**src/rtl/tqvp_param_irq_regs.sv**
```systemverilog
`default_nettype none
// ============================================================================
//  Module      : tqvp_param_irq_regs
//  Description : TinyQV peripheral with NUM_REGS 32-bit scratch registers
//                (byte/half/word lane writes) and IRQ_CHANNELS edge-detecting
//                interrupt channels on ui_in.
//                - Per-channel mode: 00 off, 01 rising, 10 falling, 11 both.
//                - Per-channel enable.
//                - Write-1-to-clear status.
//                Optional feature macro TQVP_EVENT_COUNT_EN adds a saturating
//                16-bit event counter at 0x30.
//  Ports       : clk, rst_n (synchronous, active-low)
//                ui_in          input pins watched by the channels
//                uo_out         REG0[7:0]
//                address, data_in, data_write_n, data_read_n : bus
//                data_out       combinational read data
//                data_ready     always 1
//                user_interrupt OR of enabled pending channels
//  Revision    : 1.0  initial release
// ============================================================================
module tqvp_param_irq_regs #(
    parameter int NUM_REGS     = 4,
    parameter int IRQ_CHANNELS = 8
) (
    input  logic        clk,
    input  logic        rst_n,
    input  logic [7:0]  ui_in,
    output logic [7:0]  uo_out,
    input  logic [5:0]  address,
    input  logic [31:0] data_in,
    input  logic [1:0]  data_write_n,
    input  logic [1:0]  data_read_n,
    output logic [31:0] data_out,
    output logic        data_ready,
    output logic        user_interrupt
);

    localparam logic [5:0] c_addr_raw    = 6'h20;
    localparam logic [5:0] c_addr_status = 6'h24;
    localparam logic [5:0] c_addr_enable = 6'h28;
    localparam logic [5:0] c_addr_mode   = 6'h2C;
    localparam int         c_mode_w      = 2 * IRQ_CHANNELS;

    // Reads have no side effects, so the read strobe is not needed.
    logic w_unused;
    assign w_unused = ^data_read_n;

    // ------------------------------------------------------------------
    // Write lane mask
    // ------------------------------------------------------------------
    logic [31:0] w_wmask;
    logic        w_we;

    always_comb begin
        w_wmask = 32'h0;
        case (data_write_n)
            2'b00:   w_wmask = 32'h0000_00FF;
            2'b01:   w_wmask = 32'h0000_FFFF;
            2'b10:   w_wmask = 32'hFFFF_FFFF;
            default: w_wmask = 32'h0;
        endcase
    end

    assign w_we = (data_write_n != 2'b11);

    logic w_wr_status;
    logic w_wr_enable;
    logic w_wr_mode;

    assign w_wr_status = w_we && (address == c_addr_status);
    assign w_wr_enable = w_we && (address == c_addr_enable);
    assign w_wr_mode   = w_we && (address == c_addr_mode);

    // ------------------------------------------------------------------
    // Scratch registers
    // ------------------------------------------------------------------
    logic [NUM_REGS-1:0][31:0] regs_q;
    logic [NUM_REGS-1:0][31:0] regs_d;

    generate
        for (genvar i = 0; i < NUM_REGS; i++) begin : g_regs
            localparam logic [5:0] c_addr = 6'(4 * i);
            assign regs_d[i] = (w_we && (address == c_addr))
                             ? ((regs_q[i] & ~w_wmask) | (data_in & w_wmask))
                             : regs_q[i];
        end
    endgenerate

    always_ff @(posedge clk) begin
        if (!rst_n) begin
            regs_q <= '0;
        end else begin
            regs_q <= regs_d;
        end
    end

    // ------------------------------------------------------------------
    // Interrupt channels
    // ------------------------------------------------------------------
    logic [IRQ_CHANNELS-1:0] last_ui_q;
    logic [IRQ_CHANNELS-1:0] status_q, status_d;
    logic [IRQ_CHANNELS-1:0] enable_q, enable_d;
    logic [c_mode_w-1:0]     mode_q, mode_d;
    logic [IRQ_CHANNELS-1:0] w_event;
    logic [IRQ_CHANNELS-1:0] w_clr;

    generate
        for (genvar i = 0; i < IRQ_CHANNELS; i++) begin : g_edge
            logic w_rise;
            logic w_fall;
            assign w_rise     = ui_in[i] & ~last_ui_q[i];
            assign w_fall     = ~ui_in[i] & last_ui_q[i];
            assign w_event[i] = (mode_q[2*i] & w_rise) | (mode_q[2*i+1] & w_fall);
        end
    endgenerate

    assign w_clr = w_wr_status ? (data_in[IRQ_CHANNELS-1:0] & w_wmask[IRQ_CHANNELS-1:0])
                               : '0;

    // The event is OR-ed in after the clear so a same-cycle edge wins.
    assign status_d = (status_q & ~w_clr) | w_event;

    assign enable_d = w_wr_enable
                    ? ((enable_q & ~w_wmask[IRQ_CHANNELS-1:0])
                       | (data_in[IRQ_CHANNELS-1:0] & w_wmask[IRQ_CHANNELS-1:0]))
                    : enable_q;

    assign mode_d = w_wr_mode
                  ? ((mode_q & ~w_wmask[c_mode_w-1:0])
                     | (data_in[c_mode_w-1:0] & w_wmask[c_mode_w-1:0]))
                  : mode_q;

    always_ff @(posedge clk) begin
        if (!rst_n) begin
            // Capture the pins during reset so release never sees an edge.
            last_ui_q <= ui_in[IRQ_CHANNELS-1:0];
            status_q  <= '0;
            enable_q  <= '0;
            mode_q    <= '0;
        end else begin
            last_ui_q <= ui_in[IRQ_CHANNELS-1:0];
            status_q  <= status_d;
            enable_q  <= enable_d;
            mode_q    <= mode_d;
        end
    end

`ifdef TQVP_EVENT_COUNT_EN
    // ------------------------------------------------------------------
    // Event counter: one count per cycle with any event, saturating.
    // ------------------------------------------------------------------
    localparam logic [5:0] c_addr_count = 6'h30;

    logic [15:0] count_q, count_d;
    logic        w_wr_count;

    assign w_wr_count = w_we && (address == c_addr_count);

    always_comb begin
        count_d = count_q;
        if (w_wr_count) begin
            count_d = (|w_event) ? 16'd1 : 16'd0;
        end else if ((|w_event) && (count_q != 16'hFFFF)) begin
            count_d = count_q + 16'd1;
        end
    end

    always_ff @(posedge clk) begin
        if (!rst_n) begin
            count_q <= 16'h0;
        end else begin
            count_q <= count_d;
        end
    end
`endif

    // ------------------------------------------------------------------
    // Read mux and outputs
    // ------------------------------------------------------------------
    always_comb begin
        data_out = 32'h0;
        for (int i = 0; i < NUM_REGS; i++) begin
            if (address == 6'(4 * i)) begin
                data_out = regs_q[i];
            end
        end
        case (address)
            c_addr_raw:    data_out = {24'h0, ui_in};
            c_addr_status: data_out[IRQ_CHANNELS-1:0] = status_q;
            c_addr_enable: data_out[IRQ_CHANNELS-1:0] = enable_q;
            c_addr_mode:   data_out[c_mode_w-1:0]     = mode_q;
`ifdef TQVP_EVENT_COUNT_EN
            c_addr_count:  data_out = {16'h0, count_q};
`endif
            default: ;
        endcase
    end

    assign uo_out         = regs_q[0][7:0];
    assign data_ready     = 1'b1;
    assign user_interrupt = |(status_q & enable_q);

endmodule
`default_nettype wire

```
**config.mk**
```make
export PLATFORM = sky130hd
export DESIGN_NAME = tqvp_param_irq_regs
export DESIGN_NICKNAME = d
export VERILOG_FILES = /design/src/rtl/tqvp_param_irq_regs.sv
export SDC_FILE = /design/constraint.sdc
export NUM_CORES = 1
export LEC_CHECK = 0
export BUFFER_PORTS_ARGS = -buffer_cell sky130_fd_sc_hd__buf_2
export CAP_MARGIN = 20
export CORE_ASPECT_RATIO = 1.25
export CORE_MARGIN = 5
export CORE_UTILIZATION = 47
export CTS_CLUSTER_DIAMETER = 30
export DETAILED_ROUTE_END_ITERATION = 6
export PLACE_DENSITY = 0.67
export SLEW_MARGIN = 20
export SYNTH_ARGS = -nofsm -noshare
export SYNTH_HDL_FRONTEND = slang
export SYNTH_SLANG_ARGS = --single-unit
```
**constraint.sdc**
```tcl
create_clock -name clk -period 4 [get_ports clk]
set_input_delay 0.8 -clock clk [delete_from_list [all_inputs] [get_ports clk]]
set_output_delay 0.8 -clock clk [all_outputs]
set_load 0.01 [all_outputs]
```
Word-level counts from Yosys, hierarchy flattened. Index checks and enable logic that the tools add are counted.

Logic and storage cells: 115. Input port bits: 52. Bits in registers: 168.

Mux-type cells: 9. Reductions and logical operators: 10. Bitwise logic cells: 78. Eq/ne operators: 10.

Operators by type and width (number): 32-bit bitwise AND (5); 32-bit 2-to-1 mux (4); 32-bit OR (4); 32-bit case mux with 3 select lines (1); 1-bit bitwise AND (32); 16-bit bitwise AND (2); 8-bit bitwise AND (4); 32-bit NOT (1); 8-bit case mux with 4 select lines (1); 6-bit == test, second input constant (4); 16-bit 2-to-1 mux (1); 1-bit NOT (16); 16-bit NOT (1); 8-bit NOT (2); 16-bit OR (1); 8-bit OR (2); 8-bit case mux with 2 select lines (1); 6-bit by 4-bit == test with 1-bit output, second input constant (2); 8-bit 2-to-1 mux (1); 1-bit OR (8); 8-bit OR reduction (1); 1-bit logical AND (7); 6-bit by 3-bit == test with 1-bit output, second input constant (1); 6-bit logical NOT (1); other kinds (4) (4).

Logic depth before layout (Yosys ltp). Gate-level depths: netlist of the first run.

Depth in word-level cells: 7. Gate-level depth with buffers: 9.

Worst setup path after synthesis of the first run. OpenSTA, ideal clock, no wires.

Path kind: input to output. From: input port address[1]. To: output port data_out[20]. Arrival: 2.353 ns. Data required time: 3.200 ns. Setup slack: 0.847 ns. Stages: 7. Cells stage by stage: buf_6 > or4_1 > buf_2 > nor3_2 > clkbuf_1 > a32oi_1 > a21oi_1.

Word-level cells in the longest chain between the ends: 6.

Ends and longest elaborated chain: start, declared (line 29) `input logic [5:0] address,`; 6-bit logical NOT (line 183) `if (address == 6'(4 * i)) begin`; 32-bit 2-to-1 mux (4 in a row) (line 183); 16-bit 2-to-1 mux * (line 187) `case (address)`; end, declared (line 33) `output logic [31:0] data_out,`.

Every way passes the cells marked *; elsewhere a longest branch is shown, timed or not.

Worst setup path in the final report of the first run.
From: input port address[4]. To: output port data_out[7].

Word-level cells in the longest chain between the ends: 6.

Ends and longest elaborated chain (line): 6-bit logical NOT (183); 32-bit 2-to-1 mux (4 in a row) (183); 8-bit case mux with 4 select lines * (187).

Marks and branches as above.

==> metrics.md, run 1 <==
| Metric | Value |
|---|---|
| Status | `completed` |
| Gpl congestion | `0.8074` |
| Worst skew pair latency | `0.43 ns` |
| DP HPWL | `14.39 mm` |
| Cell internal pwr | `2.639 mW` |
| EDFF count, synth | `0` |
| Seq pwr share | `49.0%` |
| Worst-Margin Slew | `0.9109 ns` |
| FILL cells | `1570` |
| Io pins | `94` |
| TritonCTS buffer count | `17` |
| Critical Path Max Stage Delay | `0.86 ns` |
| Nets | `1008` |
| VDD IR max | `0.0002574 V` |
| Yosys warning count | `0` |
| RSZ-0062 raised after global routing | `false` |
| Async S/R FF share, synth | `0%` |
| Htree depth | `4` |
| Root Buffer | `clkbuf_16` |
| Die area | `19500 um^2` |
| Main flop type after synthesis | `dfxtp_1` |
| Port bufs | `90` |
| Slowest CP cell | `or4b_2` |
| CTS tree | `built` |
| Type of origin of the critical path | `primary input` |
| WS Path Type | `in -> out` |
| Antenna viol nets, final | `0` |
| Final Max Tran Viols | `0` |
| Area growth from synthesis to layout | `15.27%` |
| Crit share post-route | `88.40%` |
| Setup Buffers After CTS | `0` |
| First-pass GRT wire length | `34.52 mm` |
| Mapped Nets | `945` |
| Syn Std Cell Area | `7891 um^2` |
| Core Area | `16640 um^2` |
| Inst Count DP | `1155` |
| Pleak | `3.247 nW` |
| Vias in the first global route | `6476` |
| CP delay by family, top | `simple AND/OR/NAND/NOR gates` |
| Non-filler cells, final | `1185` |
| P_sw | `805.1 uW` |
| Rel. slew slack | `39.11%` |
| Power density cells | `378.6 nW/um^2` |
| Clock-pin slew on the worst setup and hold paths | `0.06 ns` |
| Required time worst endpoint | `3.20 ns` |
| Gate power share | `6.4%` |
| Crit path top cell by count | `buf_2` |
| Die height | `154.9 um` |
| Sw Ratio | `23.38%` |
| Vias | `6715` |
| Congestion Overflow GR | `0` |
| R2R setup slack | `3.20 ns` |
| Max-cap violation count | `0` |
| Setup violators final | `0` |
| Avg Inst Size Synth | `8.857 um^2` |
| CP cell instances | `buf_2 -> or4b_2 -> a221o_1 -> a221oi_1 -> a21oi_1 -> buf_2` |
| TNS Setup | `0 ns` |
| Clock Power Share | `44.6%` |
| Initial antenna violation count | `1` |
| Final WL | `21.26 mm` |
| Maximum fanout along the worst path | `12` |
| DRC Markers | `0` |
| First drt pass iteration count | `4` |
| Clock Path Buffers | `2` |
| Buf+Inv Stages, Crit Path | `2` |
| Min cycle time layout | `3.536 ns` |
| Hold Fails Final Rpt | `0` |
| Resized Gates After CTS | `0` |
| Hold-fix buffers, CTS | `0` |
| Starting Density | `47.41%` |
| Row Count | `53` |
| # clock sinks | `168` |
| Wire length per cell | `17.94 um` |
| DR iter-0 viols | `363` |
| Synth cell types | `45` |
| Chip width | `125.9 um` |
| #FFs+latches synth | `168` |
| All-Layer GR Usage | `21.89%` |
| Clock skew | `0.006992 ns` |
| Max Freq | `282.8 MHz` |
| Register area share after synthesis | `42.62%` |
| CP arrival | `2.74 ns` |
| Vias per cell | `5.667` |
| Largest net degree at the start of global routing | `67` |
| Worst Hold Class | `reg -> reg` |
| Crit path capture type | `primary output` |
| Syn Inst Count | `891` |
| Share of cells above drive strength 1 | `17.01%` |
==> metal layers <==
layer / GRT usage, % / part of all wire [%] / wire [um] / vias up
li1: - / - / - / 3287
met1: 27.45 / 43 / 9097 / 3201
met2: 36.52 / 49 / 10360 / 187
met3: 5.323 / 5.9 / 1255 / 38
met4: 8.278 / 2.5 / 532 / 2
met5: 0 / 0.061 / 13 / -
==> power groups by stage <==
stage          Clock, mW  Combinational (mW)  Sequential, mW
6_report            1.53               0.221            1.69
5_1_grt             1.64               0.239            1.69
4_1_cts             1.56               0.221            1.69
3_5_place_dp           0               0.221            1.73
3_3_place_gp           0               0.221            1.72
2_1_floorplan          0               0.124            1.72
==> cell type report <==
type / count / area, um^2 / area share, %
antenna: 1 / 2.502 / 0.02751
clock buffer: 21 / 460.4 / 5.062
clock inverter: 8 / 76.32 / 0.8391
inverter: 2 / 7.507 / 0.08253
multi-input combinational: 642 / 4185 / 46.01
sequential: 168 / 3363 / 36.97
tap: 220 / 275.3 / 3.026
timing repair buffer: 123 / 725.7 / 7.978
==> synth_stat cells, types with 5 or more instances <==
cell | instances | area (um^2)
nor2_1 | 12 | 45.04
a21oi_1 | 52 | 260.3
o21a_1 | 14 | 105.1
buf_2 | 12 | 60.06
buf_1 | 5 | 18.77
o21ai_0 | 43 | 215.2
nor2b_1 | 70 | 437.9
clkbuf_1 | 51 | 191.4
a22oi_1 | 10 | 75.07
dfxtp_1 | 168 | 3363
mux2i_1 | 82 | 820.8
a21boi_0 | 92 | 690.7
o2bb2ai_1 | 6 | 52.55
nand3_1 | 72 | 360.4
a221oi_1 | 8 | 70.07
a32oi_1 | 16 | 140.1
nand2_1 | 115 | 431.7
buf_4 | 10 | 75.07
nand3b_1 | 8 | 60.06
==> cell usage in the layout, fill, tap and decap left out, types with 3 or more instances in the layout <==
master and instances:
nor2b_1 69, a21boi_0 92, buf_2 89, clkinv_2 3
clkbuf_16 17, mux2i_1 82, o21a_1 14, nand3b_1 8
nor3_4 3, a22oi_1 10, a32oi_1 16, clkinvlp_4 3
a2bb2oi_1 4, buf_4 32, a221oi_1 8, nor2_1 10
nor3_1 4, dfxtp_1 168, o2bb2ai_1 6, nand2_1 115
a221o_1 4, nand3_1 72, a21oi_1 52, o21ai_0 43
==> final timing paths <==
path                 from           to  cells past startpoint
min reg2reg     flip-flop    flip-flop                      2
max            address[4]  data_out[7]                      6
max reg2reg  last_ui_q[0]  status_q[0]                      3
min             flip-flop    flip-flop                      2
==> cells by family after synthesis <==
| group | synth area share [%] |
|---|---|
| other cells | 0.04752 |
| flops | 42.62 |
| simple gates | 20.41 |
| compound gates | 21.59 |
| buf+inv | 4.614 |
| fa+ha+maj | 0.3171 |
| mux | 10.40 |
==> worst reg2reg max path, cell delays in order (launching register included) <==
cell	delay (ns)
dfxtp_1	0.33
nand3b_1	0.11
o21ai_0	0.09
o21a_1	0.18
==> metrics by stage <==
step | hold WS [ns] | utilization, % | setup WS [ns] | instance area [um^2] | total power, mW
2_1_floorplan | 0.4391 | - | 0.8474 | 7891 | 1.848
4_1_cts | 0.4629 | 54.63 | 0.4577 | 9094 | 3.466
3_5_place_dp | 0.4543 | 51.41 | 0.4770 | 8557 | 1.946
6_report | 0.4593 | 54.65 | 0.4640 | 9096 | 3.444
5_1_grt | 0.4782 | 54.63 | 0.3835 | 9094 | 3.564
3_3_place_gp | 0.4468 | 51.41 | 0.4761 | 8557 | 1.946
No activity file was read; power rests on OpenSTA's default activity.
==> run 2, diff against run 1 <==
CORE_ASPECT_RATIO = 0.5   (was 1.25)
==> run 2 against run 1 <==
  * Die area rose by 0.73%
  * Utilization rose by 0.77 points
  * Combinational power about the same
  * Sequential share of layout area hardly changed
  * Critical endpoint is now data_out[25]
  * Highest routed layer unchanged
==> metrics.md, run 2 (synthesis gave the netlist of run 1 again) <==
| Metric | Value |
|---|---|
| Worst-Margin Slew | `0.8128 ns (-0.09810 ns)` |
| TritonCTS buffer count | `17 (unchanged)` |
| Clock Power Share | `46.6% (+2.0 points)` |
| Nets | `1003 (-0.50%)` |
| Hold-fix buffers, CTS | `0 (unchanged)` |
| Resized Gates After CTS | `0 (unchanged)` |
| Vias | `6711 (-0.060%)` |
| FF-to-FF path depth | `3 (unchanged)` |
| Initial antenna violation count | `1 (unchanged)` |
| Chip width | `193.3 um (+54%)` |
| All-Layer GR Usage | `21.59% (-0.30 points)` |
| Worst path depth | `7 (+1)` |
| Worst Hold Class | `reg -> reg` |
| First-pass GRT wire length | `34.42 mm (-0.28%)` |
| Diodes inserted | `0 (-1)` |
| Status | `completed` |
| Starting Density | `48.02% (+0.61 points)` |
| CP arrival | `2.85 ns (+0.11 ns)` |
| Vias in the first global route | `6488 (+0.19%)` |
| CP startpoint | `address[2]` |
| Required time worst endpoint | `3.20 ns (about the same)` |
| RSZ-0062 raised after global routing | `false` |
| Slowest CP cell | `or4b_1` |
| Seq pwr share | `47.3% (-1.7 points)` |
| Crit share post-route | `91.25% (+2.9 points)` |
| Commonest non-fill, non-tap cell in the layout | `dfxtp_1` |
| # clock sinks | `168 (unchanged)` |
| DRC Markers | `0 (unchanged)` |
| Critical Path Max Stage Delay | `0.70 ns (-0.16 ns)` |
| Power density cells | `391.9 nW/um^2 (+3.5%)` |
| Clock Path Buffers | `2 (unchanged)` |
| Clock skew | `0.004590 ns (-0.002402 ns)` |
| Pleak | `3.244 nW (-0.10%)` |
| Wire length per cell | `17.80 um (-0.79%)` |
| Worst skew pair latency | `0.43 ns (about the same)` |
| R2R setup slack | `3.19 ns (about the same)` |
| Core Area | `16430 um^2 (-1.3%)` |
| Cell internal pwr | `2.697 mW (+2.2%)` |
| CTS tree | `built` |
| Area growth from synthesis to layout | `15.41%` |
| Die area | `19640 um^2 (+0.73%)` |
| CP delay by family, top | `simple AND/OR/NAND/NOR gates` |
| TNS Setup | `0 ns (unchanged)` |
| Final Max Tran Viols | `0 (unchanged)` |
| Htree depth | `4 (unchanged)` |
| First drt pass iteration count | `5 (+1)` |
| Pwr Total | `3.569 mW (+3.6%)` |
| Worst setup endpoint | `data_out[25]` |
| Vias per cell | `5.644 (-0.40%)` |
| Antenna viol nets, final | `0 (unchanged)` |
| DP HPWL | `13.95 mm (-3.0%)` |
| DR iter-0 viols | `547 (+51%)` |
| Largest net degree at the start of global routing | `71 (+6.0%)` |
| Port bufs | `90 (unchanged)` |
| Max Freq | `274.0 MHz (-3.1%)` |
| Gate power share | `6.1% (-0.3 points)` |
| VDD IR max | `0.0003133 V (+22%)` |
| Final WL | `21.17 mm (-0.45%)` |
| Buf+Inv Stages, Crit Path | `3 (+1)` |
| Congestion Overflow GR | `0 (unchanged)` |
| Max-cap violation count | `0 (unchanged)` |
| Row Count | `33 (-38%)` |
| FILL cells | `1562 (-0.51%)` |
| WS Path Type | `in -> out` |
| Die height | `101.6 um (-34%)` |
| Type of origin of the critical path | `primary input` |
| Maximum fanout along the worst path | `17 (+5)` |
| Setup violators final | `0 (unchanged)` |
| Rel. slew slack | `45.66% (+6.6 points)` |
| Min cycle time layout | `3.650 ns (+0.1140 ns)` |
| P_sw | `872.2 uW (+8.3%)` |
| Sw Ratio | `24.44% (+1.1 points)` |
| CP cell instances | `buf_2 -> or4b_1 -> nor2_4 -> buf_4 -> a21oi_1 -> a21oi_1 -> buf_2` |
| Reg-to-Reg End | `status_q[1]` |
| Crit path capture type | `primary output` |
| Setup Buffers After CTS | `0 (unchanged)` |
| Commonest cells after routing, fill and taps aside | `dfxtp_1 (168), nand2_1 (115), a21boi_0 (92)` |
| Clock-pin slew on the worst setup and hold paths | `0.07 ns (about the same)` |
| Hold Fails Final Rpt | `0 (unchanged)` |
| Root Buffer | `clkbuf_16` |
| Gpl congestion | `0.8164 (+1.1%)` |
| Io pins | `94 (unchanged)` |
| Share of cells above drive strength 1 | `16.94% (-0.069 points)` |
## run 2: changes by cell type in the layout (fill, tap and decap cells not counted)
cell | before | now
buf_4 | 32 | 28
inv_6 | 0 | 4
clkinv_2 | 3 | 1
clkbuf_1 | 2 | 1
bufinv_16 | 1 | 2
clkbuf_8 | 2 | 0
clkinv_4 | 1 | 2
diode_2 | 1 | 0
inv_8 | 0 | 2
buf_12 | 2 | 1
## run 2: how the worst min path moves through the flow
stage / to / slack [ns] / cells past startpoint
after floorplan: flip-flop / 0.44 / 2
after global placement: flip-flop / 0.45 / 2
after detailed placement: flip-flop / 0.46 / 2
after global routing: flip-flop / 0.48 / 2
after CTS: flip-flop / 0.46 / 2
final: flip-flop / 0.46 / 2
## run 2: layer usage
layer / wire, um / vias to the layer above / GRT usage (%)
li1: - / 3274 / -
met1: 10030 / 3212 / 29.63
met2: 9773 / 201 / 35.12
met3: 1145 / 22 / 4.121
met4: 208 / 2 / 6.525
met5: 13 / - / 0
## run 2: power by group through the flow
stage	Combinational [mW]	Clock, mW	Sequential, mW
3_3_place_gp	0.214	0	1.72
2_1_floorplan	0.124	0	1.72
3_5_place_dp	0.217	0	1.73
6_report	0.219	1.66	1.69
4_1_cts	0.218	1.69	1.69
5_1_grt	0.236	1.76	1.69
## run 2: area by class of cell
type                       instances  area, um^2  area share (%)
sequential                       168        3363           36.93
inverter                           2       7.507         0.08243
clock buffer                      18       429.2           4.712
tap                              227       284.0           3.119
multi-input combinational        642        4185           45.95
timing repair buffer             118       675.6           7.419
clock inverter                    14       162.7           1.786
## run 2: stage by stage
stage                     std cells  cell area [um^2]  utilization (%)  setup WS (ns)  hold slack [ns]
after global placement         1157              8516            51.82         0.3888           0.4475
final                          1189              9107            55.42         0.3500           0.4615
after global routing           1189              9107            55.42         0.1360           0.4813
after CTS                      1189              9107            55.42         0.3580           0.4637
after floorplan                 891              7891                -         0.8474           0.4391
after detailed placement       1157              8516            51.82         0.3657           0.4551
## run 2: worst min-delay path, stage by stage, from the launching register on
cell and delay [ns]:
dfxtp_1 0.31, nand2_1 0.05, a21boi_0 0.06
